<file path="config.mk">
export PLATFORM = sky130hd
export DESIGN_NAME = demux_16w_1_2_q
export DESIGN_NICKNAME = d
export VERILOG_FILES = /design/src/rtl/demux_16w_1_2_q.sv
export SDC_FILE = /design/constraint.sdc
export NUM_CORES = 1
export LEC_CHECK = 0
export ABC_CLOCK_PERIOD_IN_PS = 4130
export CORE_MARGIN = 2
export CORE_UTILIZATION = 40
export CTS_BUF_LIST = sky130_fd_sc_hd__clkbuf_4 sky130_fd_sc_hd__clkbuf_8
export CTS_CLUSTER_DIAMETER = 30
export DETAILED_ROUTE_END_ITERATION = 12
export PLACE_DENSITY_LB_ADDON = 0.1
export RECOVER_POWER = 100
export SLEW_MARGIN = 5
export SYNTH_ARGS = -nofsm -noshare
export SYNTH_HDL_FRONTEND = slang
export SYNTH_SLANG_ARGS = --single-unit
</file>
<file path="constraint.sdc">
create_clock -name clk -period 4.13 [get_ports clk]
set_clock_uncertainty 0.05 [all_clocks]
set_input_delay 0.826 -clock clk [delete_from_list [all_inputs] [get_ports clk]]
set_output_delay 0.826 -clock clk [all_outputs]
set_load 0.01 [all_outputs]
</file>
<file path="src/rtl/demux_16w_1_2_q.sv">
// demux_16w_1_2_q
//   Steers one valid/ready 16-bit word stream to channel A (Sel=0) or
//   channel B (Sel=1). Each channel has its own 2-entry FIFO, so the two
//   consumers can stall independently of each other.
//
// Ports
//   clk, rst        clock and synchronous active-high reset
//   In, Sel         producer word and destination (0 = A, 1 = B)
//   InValid         producer has a word on In
//   InReady         selected channel has room (depends only on Sel and the counts)
//   OutA/ValidA     head of FIFO A and its non-empty flag; ReadyA pops it
//   OutB/ValidB     head of FIFO B and its non-empty flag; ReadyB pops it
//   CountA, CountB  FIFO occupancies (0..2)
module demux_16w_1_2_q (
    input  logic        clk,
    input  logic        rst,
    input  logic [15:0] In,
    input  logic        Sel,
    input  logic        InValid,
    output logic        InReady,
    output logic [15:0] OutA,
    output logic        ValidA,
    input  logic        ReadyA,
    output logic [15:0] OutB,
    output logic        ValidB,
    input  logic        ReadyB,
    output logic [1:0]  CountA,
    output logic [1:0]  CountB
);

    // Index 0 is channel A, index 1 is channel B throughout.
    logic [1:0][1:0][15:0] mem_q, mem_d;
    logic [1:0]            rd_q, rd_d;
    logic [1:0]            wr_q, wr_d;
    logic [1:0][1:0]       cnt_q, cnt_d;

    logic [1:0] ready;
    logic [1:0] valid;
    logic [1:0] push;
    logic [1:0] pop;

    assign ready = {ReadyB, ReadyA};

    always_comb begin
        valid[0] = (cnt_q[0] != 2'd0);
        valid[1] = (cnt_q[1] != 2'd0);
    end

    // A full channel refuses the push even if it pops in the same cycle.
    assign InReady = Sel ? (cnt_q[1] != 2'd2) : (cnt_q[0] != 2'd2);

    assign push[0] = InValid && InReady && !Sel;
    assign push[1] = InValid && InReady && Sel;
    assign pop     = valid & ready;

    always_comb begin
        mem_d = mem_q;
        rd_d  = rd_q;
        wr_d  = wr_q;
        cnt_d = cnt_q;
        for (int c = 0; c < 2; c++) begin
            if (push[c]) begin
                mem_d[c][wr_q[c]] = In;
                wr_d[c]           = ~wr_q[c];
            end
            if (pop[c]) begin
                rd_d[c] = ~rd_q[c];
            end
            unique case ({push[c], pop[c]})
                2'b10:   cnt_d[c] = cnt_q[c] + 2'd1;
                2'b01:   cnt_d[c] = cnt_q[c] - 2'd1;
                default: cnt_d[c] = cnt_q[c];
            endcase
        end
    end

    always_ff @(posedge clk) begin
        if (rst) begin
            mem_q <= '0;
            rd_q  <= '0;
            wr_q  <= '0;
            cnt_q <= '0;
        end else begin
            mem_q <= mem_d;
            rd_q  <= rd_d;
            wr_q  <= wr_d;
            cnt_q <= cnt_d;
        end
    end

    // Outputs come straight from storage; no bypass from In.
    assign OutA   = mem_q[0][rd_q[0]];
    assign OutB   = mem_q[1][rd_q[1]];
    assign ValidA = valid[0];
    assign ValidB = valid[1];
    assign CountA = cnt_q[0];
    assign CountB = cnt_q[1];

endmodule

</file>
Word-level counts from Yosys, hierarchy flattened --
Index checks and enable logic that the tools add are counted. W data, S select, Z words.
Storage, ports and cells: input port bits 22, logic and storage cells 54, bits in registers 72, output and inout bits 39
Cells by class: eq/ne operators 6, bitwise gates (word level) 5, $add $sub $neg 4, reductions and logical operators 10, order comparisons 6, muxes and demuxes 13
Operator list (count):
- $mux W16 | 6
- $bwmux W32 | 2
- $demux W16 S1 | 2
- $lt A1 B2 Y1 const B | 4
- $pmux W2 S2 | 2
- $reduce_bool A2 Y1 | 4
- $logic_and A1 B1 Y1 | 5
- $add A2 B1 Y2 const B | 2
- $eq A2 B1 Y1 const B | 2
- $eq A2 B2 Y1 const B | 2
- $ne A2 B2 Y1 const B | 2
- $not A1 Y1 | 4
- $sub A2 B1 Y2 const B | 2
- $and A2 B2 Y2 | 1
- $ge A1 B1 Y1 const B | 2
- $logic_not A1 Y1 | 1
- $mux W1 | 1

Longest topological paths before layout --
Gate-level depths: netlist of run 1.
depth after elaboration 6, mapped depth 6, depth with buffers taken out 6

Worst setup path before layout of run 1 --
OpenSTA, ideal clock, no wires.
path type register to output, from register rd_q[0], to output OutA[0], buffers on the path 2, required time 3254 ps, arrival 1194 ps, stages on the path, launching flop included 4, path slack 2060 ps, cells stage by stage dfxtp_1 -> clkbuf_1 -> buf_2 -> mux2_2
On the way: longest elaborated chain between the ends 2
Ends and longest elaborated chain:
- start, declared | RTL line 33 | logic [1:0] rd_q, rd_d;
- start signal, assigned | RTL line 85 | rd_q <= rd_d;
- $mux W16 (implied by the code) (2 in series) | RTL line 92 | assign OutA = mem_q[0][rd_q[0]];
- end, declared | RTL line 21 | output logic [15:0] OutA,
No other way between the ends. The select of a mux whose other input is x is not followed.

Worst setup path after layout of run 1 --
from register rd_q[1], to output OutB[9]
On the way: longest elaborated chain between the ends 2
Ends and longest elaborated chain:
- $mux W16 (implied by the code) (2 in series) | RTL line 93 | assign OutB = mem_q[1][rd_q[1]];
- end, declared | RTL line 24 | output logic [15:0] OutB,
No other way between the ends. The select of a mux whose other input is x is not followed.

==> flow_summary_export.csv, run 1 <==
group,metric,value,unit
sta,setup_violations,0,
synthesis,synth_area_leaders,"dfxtp_1, mux2i_1, nand2b_1",
pwr,irDropWorstVdd,0.1447,mV
pwr,p_per_area,450.6,nW/um^2
route,wl,6880,um
setup_path,end_kind,"output pin",
final_layout,final_cell_mix,"nand2b_1, dfxtp_1, mux2i_1",
route,dr.pass1.iters,4,
cts,cts.clk_slew.worst_paths,0.08,ns
floorplan,core,8134,sq um
floorplan,num_rows,33,
floorplan,ioPinCount,61,
global_routing,antenna_found_initial,0,
cts,root_buffer,"clkbuf_8",
sta,fin_setup_tns,0,ns
cts,clock-sinks,72,
final_layout,syn_to_final_growth,25.36,%
route,routed-via-count,2244,
global_routing,grt_pass1_wl,10810,um
setup_path,crit_chain,"mux2_2 > dlygate4sd3_1",
synthesis,ys_seq_elements,72,
cts,cts_tree,"done",
floorplan,fp.dieH,95.05,um
sta,rsz0062_at_grt,"false",
global_routing,gr-total-overflow,0,
cts,ctsHoldBuffers,0,
synthesis,yosysTopAreaCellShare,0.4347,
sta,setup_ws,0.8439,ns
final_layout,layout_commonest_cell,"nand2b_1",
setup_path,crit_path_top_delay_cell,"dfxtp_1",
route,drt-initial-drc-count,70,
sta,timing.hold.ws,0.4258,ns
route,avgRoutedWirePerCell,14.51,um
setup_path,cp-start-kind,"flip-flop",
route,routed_via_density,4.734,
setup_path,max_stage_delay,1.01,ns
synthesis,syn_avg_cell_area,10.73,sq um
pwr,power.leakage,1.863,nW
setup_path,cp.arrival,2.41,ns
route,final_antenna_net_count,0,
final_layout,multi_input_area,1787,sq um
floorplan,chipWidth,95.05,um
sta,slew_viol_final,80,
sta,finalCriticalPeriod,3.286,ns
sta,fin_crit_sh,0.7957,
final_layout,n_fill_cell,770,
synthesis,netlist_area,3316,sq um
sta,finalHoldViolations,0,
final_layout,layout.area.seq,1441,sq um
synthesis,synthCells,309,
status,violations,"capacitance limit, slew limit",
sta,clock.fmax,304.3,MHz
placement,dp.cells,458,
cts,cts_resized,0,
placement,dp_hpwl,4367,um
cts,clk_latency,0.35,ns
final_layout,layout-drive-gt1-share,0.1382,
setup_path,path_class,"flip-flop to output pin",
placement,gp_congestion,0.6582,
hold_path,hp-class,"flip-flop to flip-flop",
cts,htreeDepth,3,
synthesis,yosysWarnings,0,
global_routing,first_global_vias,2244,
synthesis,synthDistinctLibCells,25,
status,status,"complete, but fails checks",
pwr,power,1.873,mW
final_layout,n_antenna_cell,0,
final_layout,final_nets,388,
final_layout,final_cells,474,
cts,cts-buffers-inserted,9,
run,drv_cap,1,
placement,port_buffers,60,
setup_path,critPathRequiredTime,3.25,ns
global_routing,grt_use_total,0.1614,
route,drc,0,
synthesis,yosysTopAreaCell,"dfxtp_1",
placement,dp_slack,1.127,ns
synthesis,synth_nets,333,
cts,clk_path_buf_depth,2,
floorplan,dieArea,9034,sq um
global_routing,grt_max_degree,80,
setup_path,path_max_fanout,17,
synthesis,synth_seq_area_share,0.4347,
cts,cts_setup_buffers,0,
sta,maxSlewHeadroom,-0.6353,
sta,worst_slew_pin_slew,2.453,ns
floorplan,initial_core_util,0.4076,
==> kinds of logic (layout without fill, tap and decap cells) <==
group	count (synthesis)	after routing	synth area share
flops	72	72	0.4347
fa+ha+maj	2	2	0.007546
compound gates	11	11	0.01811
mux	96	96	0.3019
simple gates	104	104	0.1940
buf+inv	18	78	0.02792
xor+xnor	6	6	0.01585
==> layout make-up <==
class,instances,share of cell area
timing repair buffer,62,0.1457
clock buffer,10,0.03161
sequential,72,0.3468
clock inverter,6,0.01445
multi-input combinational,219,0.4299
tap,105,0.03161
==> worst paths after layout <==
| path | start | end | slack [ns] | cells after the start |
|---|---|---|---|---|
| worst max register to register | CountB[1] | mem_q[46] | 2.15 | 3 |
| worst min register to register | mem_q[5] | mem_q[5] | 0.43 | 2 |
| worst min-delay path | mem_q[5] | mem_q[5] | 0.43 | 2 |
| worst max-delay path | rd_q[1] | OutB[9] | 0.84 | 2 |
==> sequential cells by signal, indices dropped and copies added, names as in the netlist <==
name and cells:
CountA 2, CountB 2, wr_q 2, mem_q 64
rd_q 2
==> per-stage QoR <==
step	area (sq um)	util
after floorplan	3316	-
after detailed placement	3970	0.4881
after global routing	4156	0.5110
after CTS	4161	0.5116
after global placement	3970	0.4881
final	4156	0.5110
==> worst max-delay path: cells and delay by family, from the launching register on <==
kind	cells	cell delay [ns]
buffers and inverters	1	0.60
DFF	1	1.01
muxes	1	0.43
==> Yosys cell counts <==
master	n
nand2b_1	83
dfxtp_1	72
mux2i_1	64
mux2_2	32
clkbuf_1	11
a21oi_1	5
buf_2	5
nor2_1	5
o21ai_0	4
or3_1	4
xnor2_1	4
ha_1	2
nand2_1	2
nor2b_1	2
o21a_1	2
or2_2	2
xor2_1	2
buf_6	1
buf_8	1
nand3_1	1
nand3_2	1
nand4_1	1
nor2b_2	1
nor3_2	1
nor3b_1	1
==> power by group <==
part	leakage, nW	total (mW)	internal, mW	switching [mW]
Combinational	1.18	0.466	0.281	0.185
Sequential	0.585	0.861	0.755	0.106
Clock	0.0955	0.546	0.282	0.263
==> routing by layer <==
| metal | share of wire | global-route usage | vias up |
|---|---|---|---|
| li1 | - | - | 1154 |
| met1 | 0.49 | 0.2152 | 1045 |
| met2 | 0.46 | 0.2535 | 39 |
| met3 | 0.036 | 0.02925 | 6 |
| met4 | 0.010 | 0.07609 | 0 |
| met5 | 0 | 0 | - |
Power figures use the tool's default switching activity.
==> run 2, diff against run 1 <==
--- a/config.mk
+++ b/config.mk
@@ -5,7 +5,7 @@
 export SDC_FILE = /design/constraint.sdc
 export NUM_CORES = 1
 export LEC_CHECK = 0
-export ABC_CLOCK_PERIOD_IN_PS = 4130
+export ABC_CLOCK_PERIOD_IN_PS = 2700
 export CORE_MARGIN = 2
 export CORE_UTILIZATION = 40
 export CTS_BUF_LIST = sky130_fd_sc_hd__clkbuf_4 sky130_fd_sc_hd__clkbuf_8
==> constraint.sdc (replaced) <==
create_clock -name clk -period 2.7 [get_ports clk]
set_clock_uncertainty 0.05 [all_clocks]
set_input_delay 0.54 -clock clk [delete_from_list [all_inputs] [get_ports clk]]
set_output_delay 0.54 -clock clk [all_outputs]
set_load 0.01 [all_outputs]
==> flow_summary_export.csv, run 2 (synthesis gave the netlist of run 1 again) <==
group,metric,value,unit
status,status,"finished clean",
final_layout,n_antenna_cell,0,
route,met1_length,3223,um
cts,cts.clk_slew.worst_paths,0.07,ns
setup_path,r2r-end,"mem_q[47]",
sta,finalHoldViolations,0,
cts,clock-sinks,72,
hold_path,holdPathStages,2,
final_layout,regMostFlops,"mem_q",
floorplan,chipWidth,95.05,um
final_layout,final_cell_mix,"nand2b_1, dfxtp_1, mux2i_1",
floorplan,initial_core_util,0.4076,
setup_path,max_stage_delay,0.64,ns
route,final_antenna_net_count,0,
route,highest_layer,"met4",
setup_path,cp-start-kind,"primary input",
sta,slew_viol_final,0,
setup_path,cpMostUsedCell,"dlygate4sd3_1",
route,drt-initial-drc-count,67,
setup_path,r2r_cells,4,
pwr,irDropWorstVdd,0.2283,mV
hold_path,hold_end,"mem_q[57]",
setup_path,critPathRequiredTime,2.11,ns
route,routed_via_density,4.810,
floorplan,fp.dieH,95.05,um
placement,port_buffers,60,
setup_path,worst_path_dominant_cell_family,"buffers and inverters",
global_routing,grt_max_degree,89,
global_routing,grt_pass1_wl,11450,um
cts,ctsHoldBuffers,0,
cts,cts_tree,"done",
floorplan,dieArea,9034,sq um
setup_path,crit_chain,"dlygate4sd3_1 > nor2_1 > a21oi_1 > dlygate4sd3_1",
sta,rsz0062_at_grt,"false",
pwr,p_per_area,689.0,nW/um^2
floorplan,core,8134,sq um
sta,fin_setup_tns,0,ns
final_layout,layout.area.seq,1441,sq um
final_layout,n_fill_cell,768,
final_layout,final_nets,395,
global_routing,grt_use_total,0.1684,
setup_path,path_buf_inv,2,
cts,cts_resized,0,
route,wl,6903,um
route,drc,0,
setup_path,r2r_start,"CountB[1]",
global_routing,first_global_vias,2338,
hold_path,hp-class,"flip-flop to flip-flop",
final_layout,syn_to_final_growth,27.02,%
cts,clk_latency,0.34,ns
pwr,power,2.902,mW
cts,clk_path_buf_depth,2,
cts,cts-buffers-inserted,9,
global_routing,gr-total-overflow,0,
setup_path,path_max_fanout,7,
hold_path,hp-start,"mem_q[57]",
cts,cts_setup_buffers,0,
placement,gp_congestion,0.7321,
global_routing,antenna_found_initial,0,
placement,dp_hpwl,4512,um
run,drv_cap,0,
route,met2_wirelength,3342,um
setup_path,r2r_setup_slack,0.86,ns
sta,timing.hold.ws,0.4220,ns
route,dr.pass1.iters,4,
route,avgRoutedWirePerCell,14.38,um
setup_path,cp.arrival,1.98,ns
cts,root_buffer,"clkbuf_8",
setup_path,path_class,"primary input to output pin",
route,wl_met3,218,um
sta,worst_slew_pin_slew,0.8760,ns
cts,htreeDepth,3,
sta,finalCriticalPeriod,2.567,ns
final_layout,largest_reg_flops,64,
route,routed-via-count,2309,
final_layout,layout_commonest_cell,"nand2b_1",
final_layout,multi_input_area,1782,sq um
pwr,power.leakage,1.863,nW
sta,maxSlewHeadroom,0.4160,
floorplan,num_rows,33,
sta,setup_violations,0,
floorplan,ioPinCount,61,
sta,clock.fmax,389.6,MHz
final_layout,layout-drive-gt1-share,0.1520,
sta,fin_crit_sh,0.9507,
setup_path,end_kind,"output pin",
setup_path,crit_path_top_delay_cell,"dlygate4sd3_1",
[run 2: changes by cell type in the layout (fill, tap and decap cells not counted), sizes merged]
cell           before  now
dlygate4sd3        35   29
clkdlybuf4s50      24   30
buf                 1    4
clkinvlp            2    0
clkbuf             12   17
[run 2: worst reg2reg max path: stages (launching register included)]
cell and delay (ns):
dfxtp_1 0.42, nor2b_2 0.24, or3_1 0.15, clkbuf_1 0.65, mux2i_1 0.27
[run 2: area by class of cell]
type,instances,area share
well taps,105,0.03119
flip-flops and latches,72,0.3422
repair buffers,69,0.1583
clock inverters,4,0.01070
multi-input cells,219,0.4231
clock buffers,11,0.03446
[run 2: layer usage]
metal  track usage  up-vias
li1              -     1166
met2        0.2695       38
met5             0        -
met1        0.2206     1095
met4       0.07971        0
met3       0.03004       10
[run 2: worst max-delay path by stage]
stage                       start  endpoint  slack (ns)  depth (start not counted)
final                         Sel   InReady        0.13                          4
after global routing          Sel   InReady        0.07                          4
after CTS                 rd_q[0]   OutA[6]        0.17                          3
after detailed placement      Sel   InReady        0.27                          4
after global placement        Sel   InReady        0.28                          4
after floorplan           rd_q[0]   OutA[0]        0.92                          3
[run 2: report_power, final]
part | internal [mW] | switching, mW | leakage (nW)
sequential | 1.15 | 0.0890 | 0.585
combinational | 0.462 | 0.362 | 1.18
clock | 0.453 | 0.382 | 0.102
[run 2: through the flow]
step           setup WS, ns  cell area, sq um    util  std cells
3_3_place_gp         0.2846              4048  0.4976        465
6_report             0.1332              4212  0.5178        480
4_1_cts              0.1654              4238  0.5210        480
3_5_place_dp         0.2747              4048  0.4976        465
5_1_grt             0.06933              4212  0.5178        480
2_1_floorplan        0.9161              3316       -        309
==> run 3, diff against run 2 <==
--- a/config.mk
+++ b/config.mk
@@ -6,10 +6,10 @@
 export NUM_CORES = 1
 export LEC_CHECK = 0
 export ABC_CLOCK_PERIOD_IN_PS = 2700
-export CORE_MARGIN = 2
+export CORE_MARGIN = 5
 export CORE_UTILIZATION = 40
 export CTS_BUF_LIST = sky130_fd_sc_hd__clkbuf_4 sky130_fd_sc_hd__clkbuf_8
-export CTS_CLUSTER_DIAMETER = 30
+export CTS_CLUSTER_DIAMETER = 100
 export DETAILED_ROUTE_END_ITERATION = 12
 export PLACE_DENSITY_LB_ADDON = 0.1
 export RECOVER_POWER = 100
==> flow_summary_export.csv, run 3 (synthesis gave the netlist of run 1 again) <==
group,metric,value,unit
status,status,"finished clean",
sta,finalHoldViolations,0,
pwr,irDropWorstVdd,0.3161,mV
final_layout,final_cells,484,
final_layout,final_cell_mix,"nand2b_1, dfxtp_1, mux2i_1",
placement,dp_hpwl,4895,um
global_routing,first_global_vias,2351,
cts,clk_latency,0.36,ns
cts,clk_path_buf_depth,2,
cts,cts-buffers-inserted,9,
final_layout,syn_to_final_growth,27.25,%
setup_path,crit_chain,"dlygate4sd3_1 > nor2_1 > a21oi_1 > clkdlybuf4s50_1",
route,final_antenna_net_count,0,
hold_path,hp-class,"flip-flop to flip-flop",
floorplan,core,8134,sq um
final_layout,layout.area.seq,1441,sq um
setup_path,cp-start-kind,"primary input",
floorplan,initial_core_util,0.4076,
floorplan,dieArea,10210,sq um
cts,cts_setup_buffers,0,
route,highest_layer,"met4",
sta,clock.fmax,398.3,MHz
sta,slew_viol_final,0,
global_routing,gr-total-overflow,0,
cts,cts_tree,"done",
pwr,power,2.919,mW
setup_path,crit_path_top_delay_cell,"dlygate4sd3_1",
placement,dp.cells,468,
setup_path,worst_path_dominant_cell_family,"buffers and inverters",
final_layout,regMostFlops,"mem_q",
cts,root_buffer,"clkbuf_8",
final_layout,design_area,4219,sq um
global_routing,grt_max_degree,43,
setup_path,cp.arrival,1.92,ns
sta,rsz0062_at_grt,"false",
cts,clock-sinks,72,
route,met2_wirelength,3259,um
sta,fin_setup_tns,0,ns
floorplan,ioPinCount,61,
cts,cts_resized,0,
global_routing,antenna_found_initial,0,
route,drt-initial-drc-count,27,
floorplan,chipWidth,101.0,um
setup_path,path_max_fanout,7,
route,routed_via_density,4.820,
route,wl,7077,um
sta,finalCriticalPeriod,2.510,ns
sta,worst_slew_pin_slew,0.9136,ns
route,drc,0,
final_layout,n_antenna_cell,0,
run,drv_cap,0,
final_layout,layout_commonest_cell,"nand2b_1",
final_layout,fin_util,0.5187,
sta,fin_crit_sh,0.9298,
final_layout,final_nets,398,
placement,post_dp_cell_area,4058,sq um
floorplan,num_rows,33,
placement,port_buffers,60,
global_routing,grt_use_total,0.1470,
floorplan,fp.dieH,101.0,um
sta,maxSlewHeadroom,0.3910,
placement,gp_congestion,0.6927,
setup_path,path_buf_inv,2,
pwr,p_per_area,691.9,nW/um^2
final_layout,largest_reg_flops,64,
final_layout,layout-drive-gt1-share,0.1557,
setup_path,end_kind,"output pin",
global_routing,grt_pass1_wl,11590,um
route,wl_met3,352,um
route,dr.pass1.iters,4,
route,avgRoutedWirePerCell,14.62,um
cts,cts.clk_slew.worst_paths,0.07,ns
route,met1_length,3320,um
sta,setup_violations,0,
pwr,power.leakage,1.857,nW
cts,ctsHoldBuffers,0,
final_layout,multi_input_area,1777,sq um
setup_path,critPathRequiredTime,2.11,ns
setup_path,max_stage_delay,0.65,ns
setup_path,path_class,"primary input to output pin",
cts,htreeDepth,3,
final_layout,n_fill_cell,770,
route,routed-via-count,2333,
==> run 3: stage by stage <==
step	hold WS, ns	worst slack [ns]
floorplan	0.3952	0.9161
global placement	0.4042	0.2799
detailed placement	0.4097	0.2645
CTS	0.4224	0.2579
global route	0.4347	0.1233
finish	0.4220	0.1896
==> run 3: cell type report <==
type	count	area share
multi-input cells	219	0.4211
clock buffers	11	0.03440
repair buffers	72	0.1584
clock inverters	5	0.01335
well taps	105	0.03114
flip-flops and latches	72	0.3416
==> run 3: per-layer routing <==
layer,GRT usage,vias up
li1,-,1181
met1,0.1869,1097
met2,0.2314,44
met3,0.04152,11
met4,0.06442,0
met5,0,-
==> run 3: worst paths after layout <==
path	start	to	slack [ns]	cells after the start
setup reg to reg	CountB[1]	mem_q[34]	0.82	4
setup / recovery	Sel	InReady	0.19	4
hold reg to reg	mem_q[53]	mem_q[53]	0.42	2
hold / removal	mem_q[53]	mem_q[53]	0.42	2
==> run 3: worst reg2reg max path, stage by stage, from the launching register on <==
cell and delay (ns):
dfxtp_1 0.41, nor2b_2 0.23, or3_1 0.15, clkbuf_1 0.68, mux2i_1 0.26
==> run 3: power breakdown <==
group          switching (mW)  internal (mW)
clock                   0.407          0.461
combinational           0.369          0.453
sequential             0.0747           1.15
total                   0.851           2.07
